$ cat config.mk
export PLATFORM = sky130hd
export DESIGN_NAME = id_issue_ctrl_flat
export DESIGN_NICKNAME = d
export VERILOG_FILES = /design/src/rtl/core_pkg.sv /design/src/rtl/id_issue_ctrl_if.sv /design/src/rtl/id_issue_ctrl_regfile_8x8.sv /design/src/rtl/id_issue_ctrl.sv /design/src/flat_wrapper.sv
export SDC_FILE = /design/constraint.sdc
export NUM_CORES = 1
export LEC_CHECK = 0
export ABC_AREA = 0
export CORE_ASPECT_RATIO = 1.4
export CORE_UTILIZATION = 31
export CTS_CLUSTER_SIZE = 24
export DETAILED_ROUTE_END_ITERATION = 6
export DONT_BUFFER_PORTS = 1
export SYNTH_ARGS = -nofsm -noshare
export SYNTH_HDL_FRONTEND = slang
export SYNTH_SLANG_ARGS = --single-unit
$ cat constraint.sdc
create_clock -name clk -period 2.4 [get_ports clk]
set_input_delay 0.24 -clock clk [delete_from_list [all_inputs] [get_ports clk]]
set_output_delay 0.24 -clock clk [all_outputs]
set_load 0.05 [all_outputs]
$ cat src/rtl/core_pkg.sv
// Shared decode definitions for the 8-bit core: opcodes, instruction field
// positions and register address width.
package core_pkg;

  localparam int REG_AW = 3;
  localparam int DATA_W = 8;

  localparam int OPC_MSB = 15;
  localparam int OPC_LSB = 12;
  localparam int RD_MSB  = 11;
  localparam int RD_LSB  = 9;
  localparam int RS1_MSB = 8;
  localparam int RS1_LSB = 6;
  localparam int RS2_MSB = 5;
  localparam int RS2_LSB = 3;
  localparam int IMM_MSB = 7;
  localparam int IMM_LSB = 0;

  localparam logic [3:0] OP_NOP = 4'd0;
  localparam logic [3:0] OP_ADD = 4'd1;
  localparam logic [3:0] OP_SUB = 4'd2;
  localparam logic [3:0] OP_AND = 4'd3;
  localparam logic [3:0] OP_OR  = 4'd4;
  localparam logic [3:0] OP_XOR = 4'd5;
  localparam logic [3:0] OP_LDI = 4'd6;
  localparam logic [3:0] OP_LD  = 4'd7;
  localparam logic [3:0] OP_ST  = 4'd8;

  // Unused encodings and empty IF/ID slots both collapse to NOP.
  function automatic logic [3:0] norm_op(input logic [3:0] raw, input logic valid);
    return (valid && raw <= OP_ST) ? raw : OP_NOP;
  endfunction

  function automatic logic is_alu(input logic [3:0] op);
    return (op >= OP_ADD) && (op <= OP_XOR);
  endfunction

  function automatic logic uses_rs1(input logic [3:0] op);
    return is_alu(op) || (op == OP_LD) || (op == OP_ST);
  endfunction

  function automatic logic uses_rs2(input logic [3:0] op);
    return is_alu(op) || (op == OP_ST);
  endfunction

endpackage

$ cat src/rtl/id_issue_ctrl_if.sv
// ID/EX producer bus: decoded operands, source indices and pipeline control.
interface id_issue_ctrl_if;
  import core_pkg::*;

  logic [3:0]        opcode_out;
  logic [DATA_W-1:0] A_out;
  logic [DATA_W-1:0] B_out;
  logic [REG_AW-1:0] rd_out;
  logic [REG_AW-1:0] rs1_out;
  logic [REG_AW-1:0] rs2_out;
  logic              stall;
  logic              ifid_hold;

  modport master (
    output opcode_out, A_out, B_out, rd_out, rs1_out, rs2_out, stall, ifid_hold
  );

  modport slave (
    input opcode_out, A_out, B_out, rd_out, rs1_out, rs2_out, stall, ifid_hold
  );
endinterface

$ cat src/rtl/id_issue_ctrl_regfile_8x8.sv
// 2R1W register file, R0 hardwired to zero, write-first bypass on reads.
module regfile_8x8
  import core_pkg::*;
#(
  parameter int unsigned NREGS = 8
) (
  input  logic              clk,
  input  logic              rst,
  input  logic [REG_AW-1:0] ra1,
  input  logic [REG_AW-1:0] ra2,
  output logic [DATA_W-1:0] rd1,
  output logic [DATA_W-1:0] rd2,
  input  logic              we,
  input  logic [REG_AW-1:0] wa,
  input  logic [DATA_W-1:0] wd
);

  logic [DATA_W-1:0] regs [NREGS];

  always_ff @(posedge clk) begin
    if (rst) begin
      for (int unsigned i = 0; i < NREGS; i++) regs[i] <= '0;
    end else if (we && wa != '0) begin
      regs[wa] <= wd;
    end
  end

  always_comb begin
    rd1 = '0;
    rd2 = '0;
    if (ra1 != '0) rd1 = (we && wa == ra1) ? wd : regs[ra1];
    if (ra2 != '0) rd2 = (we && wa == ra2) ? wd : regs[ra2];
  end

endmodule

$ cat src/rtl/id_issue_ctrl.sv
// ID-stage decode/issue: field split, operand read, load-use stall generation
// and IF/ID hold. Outputs are combinational; ID/EX provides the register.
module id_issue_ctrl
  import core_pkg::*;
#(
  parameter int unsigned LOAD_LAT = 1,
  parameter int unsigned NREGS    = 8
) (
  input  logic                  clk,
  input  logic                  rst,
  input  logic [15:0]           instr,
  input  logic                  instr_valid,
  input  logic                  flush,
  input  logic                  wb_en,
  input  logic [REG_AW-1:0]     wb_addr,
  input  logic [DATA_W-1:0]     wb_data,
  id_issue_ctrl_if.master       idex
);

  localparam logic [1:0] CNT_INIT = 2'(LOAD_LAT - 1);

  logic [3:0]        op;
  logic [REG_AW-1:0] rd, rs1, rs2;
  logic [DATA_W-1:0] imm;
  logic [DATA_W-1:0] r1_data, r2_data;

  logic [1:0]        cnt, cnt_n;
  logic              last_ld, last_ld_n;
  logic [REG_AW-1:0] last_rd, last_rd_n;

  logic              hazard;
  logic              stall_c, hold_c;
  logic [3:0]        opc_c;
  logic [DATA_W-1:0] a_c, b_c;
  logic [REG_AW-1:0] rd_c, rs1_c, rs2_c;

  regfile_8x8 #(.NREGS(NREGS)) u_rf (
    .clk (clk),
    .rst (rst),
    .ra1 (rs1),
    .ra2 (rs2),
    .rd1 (r1_data),
    .rd2 (r2_data),
    .we  (wb_en),
    .wa  (wb_addr),
    .wd  (wb_data)
  );

  always_comb begin
    op  = norm_op(instr[OPC_MSB:OPC_LSB], instr_valid);
    rd  = instr[RD_MSB:RD_LSB];
    rs1 = instr[RS1_MSB:RS1_LSB];
    rs2 = instr[RS2_MSB:RS2_LSB];
    imm = instr[IMM_MSB:IMM_LSB];

    hazard = last_ld && (last_rd != '0) &&
             ((uses_rs1(op) && rs1 == last_rd) || (uses_rs2(op) && rs2 == last_rd));

    a_c   = (op == OP_NOP || op == OP_LDI) ? '0 : r1_data;
    b_c   = (is_alu(op) || op == OP_ST) ? r2_data : (op == OP_LDI) ? imm : '0;
    rd_c  = (is_alu(op) || op == OP_LDI || op == OP_LD) ? rd : '0;
    rs1_c = uses_rs1(op) ? rs1 : '0;
    rs2_c = uses_rs2(op) ? rs2 : '0;
    opc_c = op;

    stall_c = 1'b0;
    hold_c  = 1'b0;
    cnt_n   = cnt;
    if (flush) begin
      cnt_n = '0;
      opc_c = OP_NOP;
    end else if (cnt != '0) begin
      stall_c = 1'b1;
      hold_c  = 1'b1;
      cnt_n   = cnt - 2'd1;
    end else if (hazard) begin
      stall_c = 1'b1;
      hold_c  = 1'b1;
      cnt_n   = CNT_INIT;
    end

    // Tracker follows what ID/EX actually accepts; bubbles never look like loads.
    last_ld_n = !flush && !stall_c && (op == OP_LD);
    last_rd_n = (flush || stall_c) ? '0 : rd_c;
  end

  always_ff @(posedge clk) begin
    if (rst) begin
      cnt     <= '0;
      last_ld <= 1'b0;
      last_rd <= '0;
    end else begin
      cnt     <= cnt_n;
      last_ld <= last_ld_n;
      last_rd <= last_rd_n;
    end
  end

  always_comb begin
    idex.opcode_out = rst ? '0 : opc_c;
    idex.A_out      = rst ? '0 : a_c;
    idex.B_out      = rst ? '0 : b_c;
    idex.rd_out     = rst ? '0 : rd_c;
    idex.rs1_out    = rst ? '0 : rs1_c;
    idex.rs2_out    = rst ? '0 : rs2_c;
    idex.stall      = rst ? 1'b0 : stall_c;
    idex.ifid_hold  = rst ? 1'b0 : hold_c;
  end

endmodule

$ cat src/flat_wrapper.sv
// flat-port wrapper written by rule: the top's interface ports become plain ports
module id_issue_ctrl_flat import core_pkg::*;
#(
  parameter int unsigned LOAD_LAT = 1,
  parameter int unsigned NREGS    = 8
)
  (clk, rst, instr, instr_valid, flush, wb_en, wb_addr, wb_data, idex_opcode_out, idex_A_out, idex_B_out, idex_rd_out, idex_rs1_out, idex_rs2_out, idex_stall, idex_ifid_hold);
  id_issue_ctrl_if idex_i ();
  input  logic clk;
  input  logic rst;
  input  logic [15:0] instr;
  input  logic instr_valid;
  input  logic flush;
  input  logic wb_en;
  input  logic [REG_AW-1:0] wb_addr;
  input  logic [DATA_W-1:0] wb_data;
  output wire logic [$bits(idex_i.opcode_out)-1:0] idex_opcode_out;
  output wire logic [$bits(idex_i.A_out)-1:0] idex_A_out;
  output wire logic [$bits(idex_i.B_out)-1:0] idex_B_out;
  output wire logic [$bits(idex_i.rd_out)-1:0] idex_rd_out;
  output wire logic [$bits(idex_i.rs1_out)-1:0] idex_rs1_out;
  output wire logic [$bits(idex_i.rs2_out)-1:0] idex_rs2_out;
  output wire logic [$bits(idex_i.stall)-1:0] idex_stall;
  output wire logic [$bits(idex_i.ifid_hold)-1:0] idex_ifid_hold;
  assign idex_opcode_out = idex_i.opcode_out;
  assign idex_A_out = idex_i.A_out;
  assign idex_B_out = idex_i.B_out;
  assign idex_rd_out = idex_i.rd_out;
  assign idex_rs1_out = idex_i.rs1_out;
  assign idex_rs2_out = idex_i.rs2_out;
  assign idex_stall = idex_i.stall;
  assign idex_ifid_hold = idex_i.ifid_hold;
  id_issue_ctrl #(.LOAD_LAT(LOAD_LAT), .NREGS(NREGS)) u_core (.clk(clk), .rst(rst), .instr(instr), .instr_valid(instr_valid), .flush(flush), .wb_en(wb_en), .wb_addr(wb_addr), .wb_data(wb_data), .idex(idex_i));
endmodule
# [Word level (Yosys, flattened, before mapping)]
# Memory sizes are Yosys's and may differ from the RTL's.
# Index checks and enable logic that the tools add are counted.
[classes] add_sub_neg=1 magnitude_cmp=3 n_eq_ne=7 mux=32 reduce_logical=31
[op_table] op="8-bit 2-to-1 mux" n=10
[op_table] op="3-bit 2-to-1 mux" n=7
[op_table] op="3-bit equality test" n=4
[op_table] op="4-bit 2-to-1 mux" n=3
[op_table] op="3-bit nonzero test" n=4
[op_table] op="1-bit logical AND" n=11
[op_table] op="1-bit 2-to-1 mux" n=10
[op_table] op="4-bit by 3-bit equality test with 1-bit output (second input constant)" n=2
[op_table] op="1-bit logical OR" n=8
[op_table] op="8-bit OR reduction" n=1
[op_table] op="4-bit equality test (second input constant)" n=1
[op_table] op="4-bit by 1-bit >= comparator with 1-bit output (second input constant)" n=1
[op_table] op="4-bit by 3-bit <= comparator with 1-bit output (second input constant)" n=1
[op_table] op="4-bit <= comparator (second input constant)" n=1
[op_table] op="4-bit logical NOT" n=1
[op_table] op="2-bit 2-to-1 mux" n=2
[op_table] op="2-bit nonzero test" n=2
[op_table] op="2-bit OR reduction" n=2
[op_table] op="1-bit logical NOT" n=2
[op_table] op="2-bit by 1-bit subtractor with 2-bit output (second input constant)" n=1
[totals] regBits=6 mem_bits_rw=64 in_bits=32 memories=1
[mem_list] memory="u_core.u_rf.regs" words=8 width=8 read_ports=2 rd_ports_with_merged_regs=0 write_ports=8 line_no="id_issue_ctrl_regfile_8x8.sv:18" text="logic [DATA_W-1:0] regs [NREGS];"

# [Logic depth before layout (Yosys ltp)]
# Gate-level depths: netlist of the first run.
[depth] depth_word=16 ltp_mapped=7 depth_no_buf=5

# [Hierarchy]
# From an unflattened synthesis of the first run, not the netlist that was laid out.
[hier_totals] cells_unflattened=334 area_unflattened_um2=4465.5
[by_module_without_submodules] mod="regfile_8x8" instances=1 cells_per_inst=243 area_per_inst_um2=3743.6
[by_module_without_submodules] mod="id_issue_ctrl" instances=1 cells_per_inst=91 area_per_inst_um2=721.9

# [Least setup slack after synthesis of the first run]
# No wires, ideal clock.
[synth_timing] path_type="input to output" from="input instr[13]" to="output idex_A_out[0]" arrival_time_ns=2.510 path_slack_ns=-0.350 stages=6 n_path_buf=1 cell_sequence="buf_4 -> or4b_4 -> o31a_4 -> a21oi_4 -> o31ai_2 -> a211oi_1"
[synth_between] elab_chain_cells=7
[synth_lines] element="start: declaration" line_no="flat_wrapper.sv:11" text="input logic [15:0] instr;"
[synth_lines] element="4-bit <= comparator" line_no="core_pkg.sv:31" text="return (valid && raw <= OP_ST) ? raw : OP_NOP;"
[synth_lines] element="1-bit logical AND" line_no="core_pkg.sv:31"
[synth_lines] element="4-bit 2-to-1 mux *" line_no="core_pkg.sv:31"
[synth_lines] element="4-bit by 3-bit equality test with 1-bit output / 4-bit logical NOT (equally long branches)" line_no="id_issue_ctrl.sv:59" text="a_c = (op == OP_NOP || op == OP_LDI) ? '0 : r1_data;"
[synth_lines] element="1-bit logical OR *" line_no="id_issue_ctrl.sv:59"
[synth_lines] element="8-bit 2-to-1 mux *" line_no="id_issue_ctrl.sv:59"
[synth_lines] element="8-bit 2-to-1 mux *" line_no="id_issue_ctrl.sv:101" text="idex.A_out = rst ? '0 : a_c;"
[synth_lines] element="end: declaration" line_no="flat_wrapper.sv:18" text="output wire logic [$bits(idex_i.A_out)-1:0] idex_A_out;"
# Every way passes the cells marked *; elsewhere a longest branch is shown, timed or not.

==> run metrics, run 1 <==
TritonRoute pass-1 iters 4; Post-synth top flop edfxtp_1; first-pass GRT wire length 16900 um; R2R setup slack 1.14 ns; CTS resizes 0; max cap viols 0; vias 2877; DIE AREA 14200 um2; Tcrit/Tclk final 0.915; pre-CTS WS 0.349 ns; min-delay worst type in -> reg; post-synth top area cell edfxtp_1; Post-Synthesis Mean Instance Area 12.6 um2; worst setup path endpoint idex_B_out[7]; clk_lat worst skew 0.33 ns; gpl congestion 0.833; Final ANT Viol Nets 0; effective utilization at floorplan 0.317; clock tree buffer depth 2; Root Driver clkbuf_16; critical path arrival 1.96 ns; top cell type's share of synthesized area 0.452; CORE AREA 13400 um2; initial detailed-routing violation count 156; Die Y-Extent 141 um; Worst Skew 0.000750 ns; Synth warnings 0; Synth area leaders edfxtp_1, mux4_2, and2_1; Worst EP required 2.16 ns; CP endpoint kind output pin; dpl cells 537; CTS Buf Count 9; grt ovf 0; num rows 50; Max VDD drop 239 uV; most frequent cell after synthesis edfxtp_1; Area Growth Syn to Fin 17.1%; #FFs+latches synth 70; worst r2r src u_core.last_rd[1]$_SDFF_PP0_; Synth cell types 48; end-of-flow core utilization 0.372; pin count of the biggest net entering global routing 22; FF-to-FF path depth 5; Hold Path Stages 0; Ant. Diodes 0; Leak 0.00181 uW; CTS tree built; Async S/R FF share, synth 0; CP max FO 2; Wirelength per Cell 20.5 um; Fmax 0.455 GHz; DRC Markers 0; # clock sinks 70; layout cells sized above 1 0.286; Final HPWL DP 7990 um; I/O Pins 63; final hold vios 0; Synth Instances 336; status finished, final reports clean; Die W 101 um; worst r2r dst u_core.last_rd[0]$_SDFF_PP0_; Max-slew headroom 0.386; Min Clock Period, post-route 2.20 ns; CTS Hold Bufs 0; CP Launch Type flip-flop; CTS H-Tree Depth 3; Avg Vias per Cell 5.20; CP startpoint u_core.u_rf.regs[7][7]$_SDFFCE_PN0P_; clock-pin slew on the worst setup and hold paths 0.06 ns; GRT Total Usage 0.168; Mapped Area 4250 um2; Final Worst Setup Slack 0.204 ns; PortBufs 0; RSZ-0062 raised after global routing no; Layout Nets 398; Final Routed Wirelength 11300 um; hold_ws 0.0135 ns; initial antenna violation count 0; most common library cells after synthesis edfxtp_1, and2_1, mux4_2, nor2_1, nand2_1; Final setup violation count 0; Setup Fix Bufs, Post-CTS 0; pwr/cell area 638 nW/um2; CP Class reg -> out; Post-synth EDFFs 64; Worst-Margin Slew 0.916 ns; Slew Limit Fails 0; sequential share of the synthesized area 0.481; Layout Cells excl Fill 553; vias in the first global route 2908
-- power by group --
part / total, uW / internal [uW] / leakage, uW / switching (uW)
sequential: 1440 / 1410 / 0.000665 / 34.4
combinational: 404 / 195 / 0.00100 / 209
clock: 1330 / 807 / 0.000142 / 519
total: 3170 / 2410 / 0.00181 / 762
-- worst min-delay path by stage --
stage	startpoint	end	slack, ns
floorplan	instr[9]	u_core.last_rd[0]$_SDFF_PP0_	0.37
global placement	rst	u_core.u_rf.regs[0][7]$_SDFFCE_PN0P_	0.36
detailed placement	rst	u_core.u_rf.regs[0][7]$_SDFFCE_PN0P_	0.36
CTS	rst	u_core.u_rf.regs[0][7]$_SDFFCE_PN0P_	0.005
global route	rst	u_core.u_rf.regs[0][7]$_SDFFCE_PN0P_	0.001
finish	rst	u_core.u_rf.regs[0][7]$_SDFFCE_PN0P_	0.01
-- cell type report --
class                           count  area (um2)
Clock inverter                      7        72.6
Multi-Input combinational cell    246        2140
Fill cell                        1304        8410
Sequential cell                    70        2040
Inverter                            6        22.5
Timing Repair Buffer               33         248
Clock buffer                        9         225
Tap cell                          182         228
-- flip-flops by register name, indices dropped and copies added, names as in the netlist --
name / cells
u_core.u_rf.regs: 64
u_core.last_rd: 3
u_core.last_ld: 1
u_core.cnt: 2
-- per-stage QoR --
| step | cell area (um2) | setup TNS [ns] | power, uW |
|---|---|---|---|
| 2_1_floorplan | 4280 | -2.80 | 1800 |
| 3_3_place_gp | 4680 | 0 | 1860 |
| 3_5_place_dp | 4680 | 0 | 1870 |
| 4_1_cts | 4970 | 0 | 3190 |
| 5_1_grt | 4970 | 0 | 3270 |
| 6_report | 4970 | 0 | 3170 |
-- routing by layer --
layer	GRT usage	wire [um]	vias to the layer above
met2	0.302	6010	95
li1	-	-	1329
met3	0.0444	811	15
met4	0.0671	226	0
met1	0.185	4270	1438
met5	0	0	-
-- critical path, stage by stage, from the launching register on --
cell,delay (ns)
edfxtp_1,0.39
mux4_2,0.50
mux2i_1,0.15
a21oi_1,0.11
o2111a_1,0.47
-- cells in the final DEF, fill, tap and decap left out, drive strengths merged, types with 9 or more instances in the layout --
cell / Yosys / final
and2: 59 / 59
buf: 14 / 33
clkbuf: 7 / 9
edfxtp: 64 / 64
mux2i: 12 / 12
mux4: 32 / 32
nand2: 17 / 17
nand3: 9 / 9
nor2: 23 / 23
o21ai: 10 / 10
xnor2: 9 / 9
-- cells by family after synthesis --
group           after synthesis  synth area share
simple gates                136             0.179
flops                        70             0.481
compound gates               46            0.0851
mux                          44             0.198
buf+inv                      27            0.0321
xor+xnor                     12            0.0247
other cells                   1          0.000883
(Power assumes the default switching activity.)
==> inputs of run 2 (changes only) <==
--- a/config.mk
+++ b/config.mk
@@ -5,7 +5,7 @@
 export SDC_FILE = /design/constraint.sdc
 export NUM_CORES = 1
 export LEC_CHECK = 0
-export ABC_AREA = 0
+export ABC_AREA = 1
 export CORE_ASPECT_RATIO = 1.4
 export CORE_UTILIZATION = 31
 export CTS_CLUSTER_SIZE = 24
==> run metrics, run 2 <==
status finished, final reports clean; pwr/cell area 645 nW/um2 (+1.1%); TritonRoute pass-1 iters 5 (+1); layout cells sized above 1 0.138 (-0.148); Root Driver clkbuf_16; switching power 902 uW (+18%); CTS Hold Bufs 0 (unchanged); Hold Path Stages 0 (unchanged); Critical Path Slowest Stage Cell inv_2; DRC Markers 0 (unchanged); RSZ-0062 raised after global routing no; CTS tree built; Max VDD drop 358 uV (+50%); gpl congestion 0.970 (+16%); combinational power share 0.148 (+0.021); Clk pwr share 0.407 (-0.011); min-delay worst type in -> reg; critical path arrival 1.84 ns (-0.12 ns); Synth area leaders edfxtp_1, nand2_1, nand3_1; Largest Register u_core.u_rf.regs; Avg Vias per Cell 5.26 (+1.0%); clock-pin slew on the worst setup and hold paths 0.06 ns (about the same); sequential share of the synthesized area 0.459 (-0.0218); I/O Pins 63 (unchanged); Synth Instances 574 (+71%); max reg flops 64 (unchanged); Final HPWL DP 10700 um (+34%); CP Launch Type input pin; Min Clock Period, post-route 2.08 ns (-0.114 ns); num rows 51 (+2.0%); FF-to-FF path depth 8 (+3); Fmax 0.480 GHz (+5.5%); R2R setup slack 0.98 ns (-0.16 ns); CTS Buf Count 9 (unchanged); most frequent cells in the layout nand2_1, nor2_1, nand3_1; cell internal pwr 2360 uW (-2.0%); CORE AREA 14000 um2 (+4.4%); CTS H-Tree Depth 3 (unchanged); crit-path max cell delay 0.41 ns (-0.09 ns); initial antenna violation count 0 (unchanged); CP delay by family, top buffers and inverters; Post-Synthesis Mean Instance Area 7.75 um2 (-39%); vias 4131 (+44%); hold_sp rst; switching share of total power 0.276 (+0.0359); Post-synth top flop edfxtp_1; DIE AREA 14800 um2 (+4.7%); Max-slew headroom 0.615 (+0.229); worst r2r src u_core.last_rd[0]$_SDFF_PP0_; critical-path cell list inv_2 -> o22ai_1 -> a21oi_2 -> nand2_1 -> inv_1 -> nand2_1 -> nand3_1 -> nor2_1 -> buf_4; CP Class in -> out; grt ovf 0 (unchanged); Worst EP required 2.16 ns (about the same); Post-synth EDFFs 64 (unchanged); Layout Cells excl Fill 786 (+42%); # clock sinks 70 (unchanged); CP most frequent cell nand2_1; Die W 103 um (+2.3%); share of power burned in registers 0.445 (-0.010); most common cell after layout, fill and taps aside nand2_1; Tcrit/Tclk final 0.867 (-0.0474); Synth cell types 42 (-13%); effective utilization at floorplan 0.318 (+0.00109); Async S/R FF share, synth 0 (unchanged); clock tree buffer depth 2 (unchanged); WP buf/inv 3 (+3); GRT Total Usage 0.196 (+0.0282); #FFs+latches synth 70 (unchanged); CP max FO 33 (+31); clk_lat worst skew 0.34 ns (about the same); Leak 0.00210 uW (+16%); Slew Limit Fails 0 (unchanged); max cap viols 0 (unchanged); WHS Endpoint u_core.u_rf.regs[0][5]$_SDFFCE_PN0P_; Die Y-Extent 144 um (+2.3%); biggest regs u_core.u_rf.regs x64, u_core.last_rd x3, u_core.cnt x2; PortBufs 0 (unchanged); Ant. Diodes 0 (unchanged); CTS resizes 0 (unchanged); Final ANT Viol Nets 0 (unchanged); most frequent cell after synthesis nand2_1; Setup Fix Bufs, Post-CTS 0 (unchanged); Worst Skew 0.00246 ns (+0.00171 ns); Wirelength per Cell 18.0 um (-12%); Worst-Margin Slew 0.577 ns (-0.339 ns); Layout Nets 628 (+58%); Mapped Area 4450 um2 (+4.7%); Final Routed Wirelength 14100 um (+25%); worst r2r dst u_core.last_rd[0]$_SDFF_PP0_; Fin Setup TNS 0 ns (unchanged); pin count of the biggest net entering global routing 43 (+95%); Final setup violation count 0 (unchanged); final hold vios 0 (unchanged); top cell type's share of synthesized area 0.432 (-0.0205); post-synth top area cell edfxtp_1; dpl cells 770 (+43%); Synth warnings 0 (unchanged); most common library cells after synthesis nand2_1, nor2_1, nand3_1, edfxtp_1, a21oi_1; first-pass GRT wire length 21300 um (+26%); initial detailed-routing violation count 354 (+130%); vias in the first global route 3889 (+34%); CP endpoint kind output pin; Area Growth Syn to Fin 13.8%
-- run 2: cell count changes after synthesis, moves of 7 or more --
cell / change
and2_1: -56
a21oi_1: +41
a22oi_1: +8
o21ai_0: +9
and3_1: -7
nor2_1: +66
inv_1: +24
mux2i_1: -12
mux4_2: -32
nand2_1: +120
xnor2_1: -7
nand3_1: +75
-- run 2: per-stage QoR --
| step | power (uW) | utilization | hold WS, ns | worst slack, ns | cell area [um2] |
|---|---|---|---|---|---|
| after floorplan | 1850 | - | 0.385 | 0.102 | 4480 |
| after detailed placement | 1950 | 0.341 | 0.357 | 0.396 | 4760 |
| after CTS | 3270 | 0.362 | 0.00992 | 0.321 | 5060 |
| final | 3260 | 0.362 | 0.0163 | 0.318 | 5060 |
| after global placement | 1950 | 0.341 | 0.357 | 0.450 | 4760 |
| after global routing | 3380 | 0.362 | 0.0127 | 0.167 | 5060 |
-- run 2: kinds of logic (layout without fill, tap and decap cells) --
logic type / after synthesis / after routing / share of synthesized area
AO/OA/AOI/OAI: 89 / 89 / 0.121
other: 1 / 8 / 0.000843
XOR/XNOR: 4 / 4 / 0.00788
AND/OR/NAND/NOR: 340 / 340 / 0.330
flip-flops: 70 / 70 / 0.459
buffers and inverters: 70 / 90 / 0.0810
-- run 2: how the worst max path moves through the flow --
stage | start | to | slack (ns) | cells past startpoint
finish | instr[6] | idex_A_out[1] | 0.32 | 9
global route | instr[6] | idex_A_out[2] | 0.17 | 8
CTS | u_core.last_rd[0]$_SDFF_PP0_ | idex_stall | 0.32 | 8
detailed placement | instr[3] | idex_B_out[6] | 0.40 | 8
global placement | instr[3] | idex_B_out[3] | 0.45 | 8
floorplan | instr[3] | idex_stall | 0.10 | 10
-- run 2: worst register-to-register path, stage by stage, from the launching register on --
cell,delay (ns)
dfxtp_1,0.41
xnor2_1,0.15
nand2_1,0.07
nor2_1,0.10
nand3_1,0.08
nand2_1,0.07
nand2_1,0.12
nand3_1,0.24
nor2_1,0.07
-- run 2: power groups by stage --
| stage | Combinational (uW) | Clock, uW | Sequential, uW |
|---|---|---|---|
| after detailed placement | 477 | 0 | 1480 |
| after CTS | 478 | 1340 | 1450 |
| after global routing | 530 | 1390 | 1460 |
| final | 482 | 1330 | 1450 |
| after floorplan | 392 | 0 | 1450 |
| after global placement | 472 | 0 | 1470 |
-- run 2: metal layers --
| metal | up-vias | GRT usage | routed length [um] |
|---|---|---|---|
| li1 | 1969 | - | - |
| met3 | 42 | 0.0253 | 956 |
| met2 | 207 | 0.354 | 7150 |
| met5 | - | 0 | 0 |
| met1 | 1913 | 0.221 | 5380 |
| met4 | 0 | 0.102 | 646 |
-- run 2: final cells by class --
type	count	area [um2]
inverter	39	151
clock buffer	10	229
clock inverter	6	70.1
tap	185	231
sequential	70	2040
fill	1458	8910
timing repair buffer	35	263
multi-input combinational	441	2080
==> inputs of run 3 (changes only) <==
--- a/config.mk
+++ b/config.mk
@@ -6,11 +6,11 @@
 export NUM_CORES = 1
 export LEC_CHECK = 0
 export ABC_AREA = 1
-export CORE_ASPECT_RATIO = 1.4
 export CORE_UTILIZATION = 31
 export CTS_CLUSTER_SIZE = 24
 export DETAILED_ROUTE_END_ITERATION = 6
 export DONT_BUFFER_PORTS = 1
+export SKIP_LAST_GASP = 1
 export SYNTH_ARGS = -nofsm -noshare
 export SYNTH_HDL_FRONTEND = slang
 export SYNTH_SLANG_ARGS = --single-unit
==> constraint.sdc (replaced) <==
create_clock -name clk -period 2.4 [get_ports clk]
set_input_delay 0.12 -clock clk [delete_from_list [all_inputs] [get_ports clk]]
set_output_delay 0.12 -clock clk [all_outputs]
set_load 0.05 [all_outputs]
==> run metrics, run 3 (synthesis results as in run 2) <==
num rows 43 (-16%); DIE AREA 14800 um2 (about the same); Area Growth Syn to Fin 14.2%; most frequent cells in the layout nand2_1, nor2_1, nand3_1; status finished, final reports clean; Max VDD drop 319 uV (-11%); CP Class reg -> out; Max-slew headroom 0.611 (-0.00340); PortBufs 0 (unchanged); Worst EP required 2.28 ns (+0.12 ns); Tcrit/Tclk final 0.870 (+0.00261); CTS Buf Count 9 (unchanged); RSZ-0062 raised after global routing no; GRT Total Usage 0.204 (+0.00823); clk_lat worst skew 0.33 ns (about the same); Area after DPL 4740 um2 (-0.60%); Final setup violation count 0 (unchanged); min-delay worst type in -> reg; biggest regs u_core.u_rf.regs x64, u_core.last_rd x3, u_core.cnt x2; most common cell after layout, fill and taps aside nand2_1; vias 4263 (+3.2%); max cap viols 0 (unchanged); Ant. Diodes 0 (unchanged); TritonRoute pass-1 iters 7 (+2); first-pass GRT wire length 22100 um (+3.8%); vias in the first global route 3898 (+0.23%); pin count of the biggest net entering global routing 43 (unchanged); Layout Nets 631 (+0.48%); Die W 122 um (+18%); DRC Markers 0 (unchanged); effective utilization at floorplan 0.319 (+0.000915); CP max FO 2 (-94%); Hold Path Stages 3 (+3); CTS resizes 0 (unchanged); CP Launch Type flip-flop; final hold vios 0 (unchanged); hold_ws 0.0803 ns (+0.0640 ns); # clock sinks 70 (unchanged); Worst Skew 0.00249 ns (+0.0000372 ns); CTS Hold Bufs 6 (+6); Die Y-Extent 122 um (-15%); end-of-flow core utilization 0.365 (+0.00221); Worst-Margin Slew 0.583 ns (+0.00586 ns); gpl congestion 0.949 (-2.2%); Avg Vias per Cell 5.44 (+3.5%); Wirelength per Cell 19.1 um (+6.2%); CORE AREA 13900 um2 (-0.29%); Leak 0.00210 uW (about the same); Final Routed Wirelength 15000 um (+5.9%); critical path arrival 1.97 ns (+0.13 ns); max reg flops 64 (unchanged); CTS tree built; clock-pin slew on the worst setup and hold paths 0.06 ns (about the same); initial antenna violation count 0 (unchanged); grt ovf 0 (unchanged); total power 3250 uW (-0.38%); Slew Limit Fails 0 (unchanged); Final ANT Viol Nets 0 (unchanged); clock tree buffer depth 2 (unchanged); Min Clock Period, post-route 2.09 ns (+0.00627 ns); CTS H-Tree Depth 3 (unchanged); Final HPWL DP 10700 um (-0.36%); Largest Register u_core.u_rf.regs; Root Driver clkbuf_16; layout cells sized above 1 0.127 (-0.0106); pwr/cell area 640 nW/um2 (-0.69%); Setup Fix Bufs, Post-CTS 0 (unchanged); I/O Pins 63 (unchanged); initial detailed-routing violation count 501 (+42%); FF-to-FF path depth 8 (unchanged); Fmax 0.479 GHz (-0.30%); CP endpoint kind output pin; Fin Setup TNS 0 ns (unchanged); final instance area 5080 um2 (+0.32%)
run 3: worst paths after layout:
check	to	startpoint	slack (ns)
max	idex_B_out[0]	u_core.u_rf.regs[2][0]$_SDFFCE_PN0P_	0.31
min	u_core.last_ld$_SDFF_PP0_	instr[15]	0.08
max reg2reg	u_core.last_rd[0]$_SDFF_PP0_	u_core.last_rd[1]$_SDFF_PP0_	1.05
min reg2reg	u_core.cnt[0]$_SDFFE_PP0P_	u_core.cnt[0]$_SDFFE_PP0P_	0.44
run 3: where the power goes:
group	leakage, uW	switching [uW]	total [uW]	internal, uW
sequential	0.000663	49.0	1460	1410
clock	0.000138	499	1300	802
combinational	0.00130	349	494	145
total	0.00210	897	3250	2350
run 3: critical path, stage by stage, from the launching register on:
cell	delay, ns
edfxtp_1	0.33
inv_1	0.05
o21ai_0	0.29
nand3_1	0.20
nand3_1	0.13
nand3_1	0.13
o21ai_2	0.51
run 3: metal layers:
metal	up-vias	track usage	wire, um
li1	1982	-	-
met1	1990	0.275	6350
met2	259	0.315	6460
met3	32	0.0468	1690
met4	0	0.0818	467
met5	-	0	0
run 3: layout make-up:
cell class | count | area [um2]
inverters | 39 | 151
clock buffers | 12 | 236
repair buffers | 38 | 300
flip-flops and latches | 70 | 2040
fillers | 1396 | 8850
well taps | 180 | 225
clock inverters | 4 | 47.5
multi-input cells | 441 | 2080
run 3: stage by stage:
stage / worst slack [ns] / cells
floorplan: 0.342 / 581
detailed placement: 0.466 / 762
CTS: 0.363 / 784
global placement: 0.499 / 762
global route: 0.289 / 784
finish: 0.312 / 784
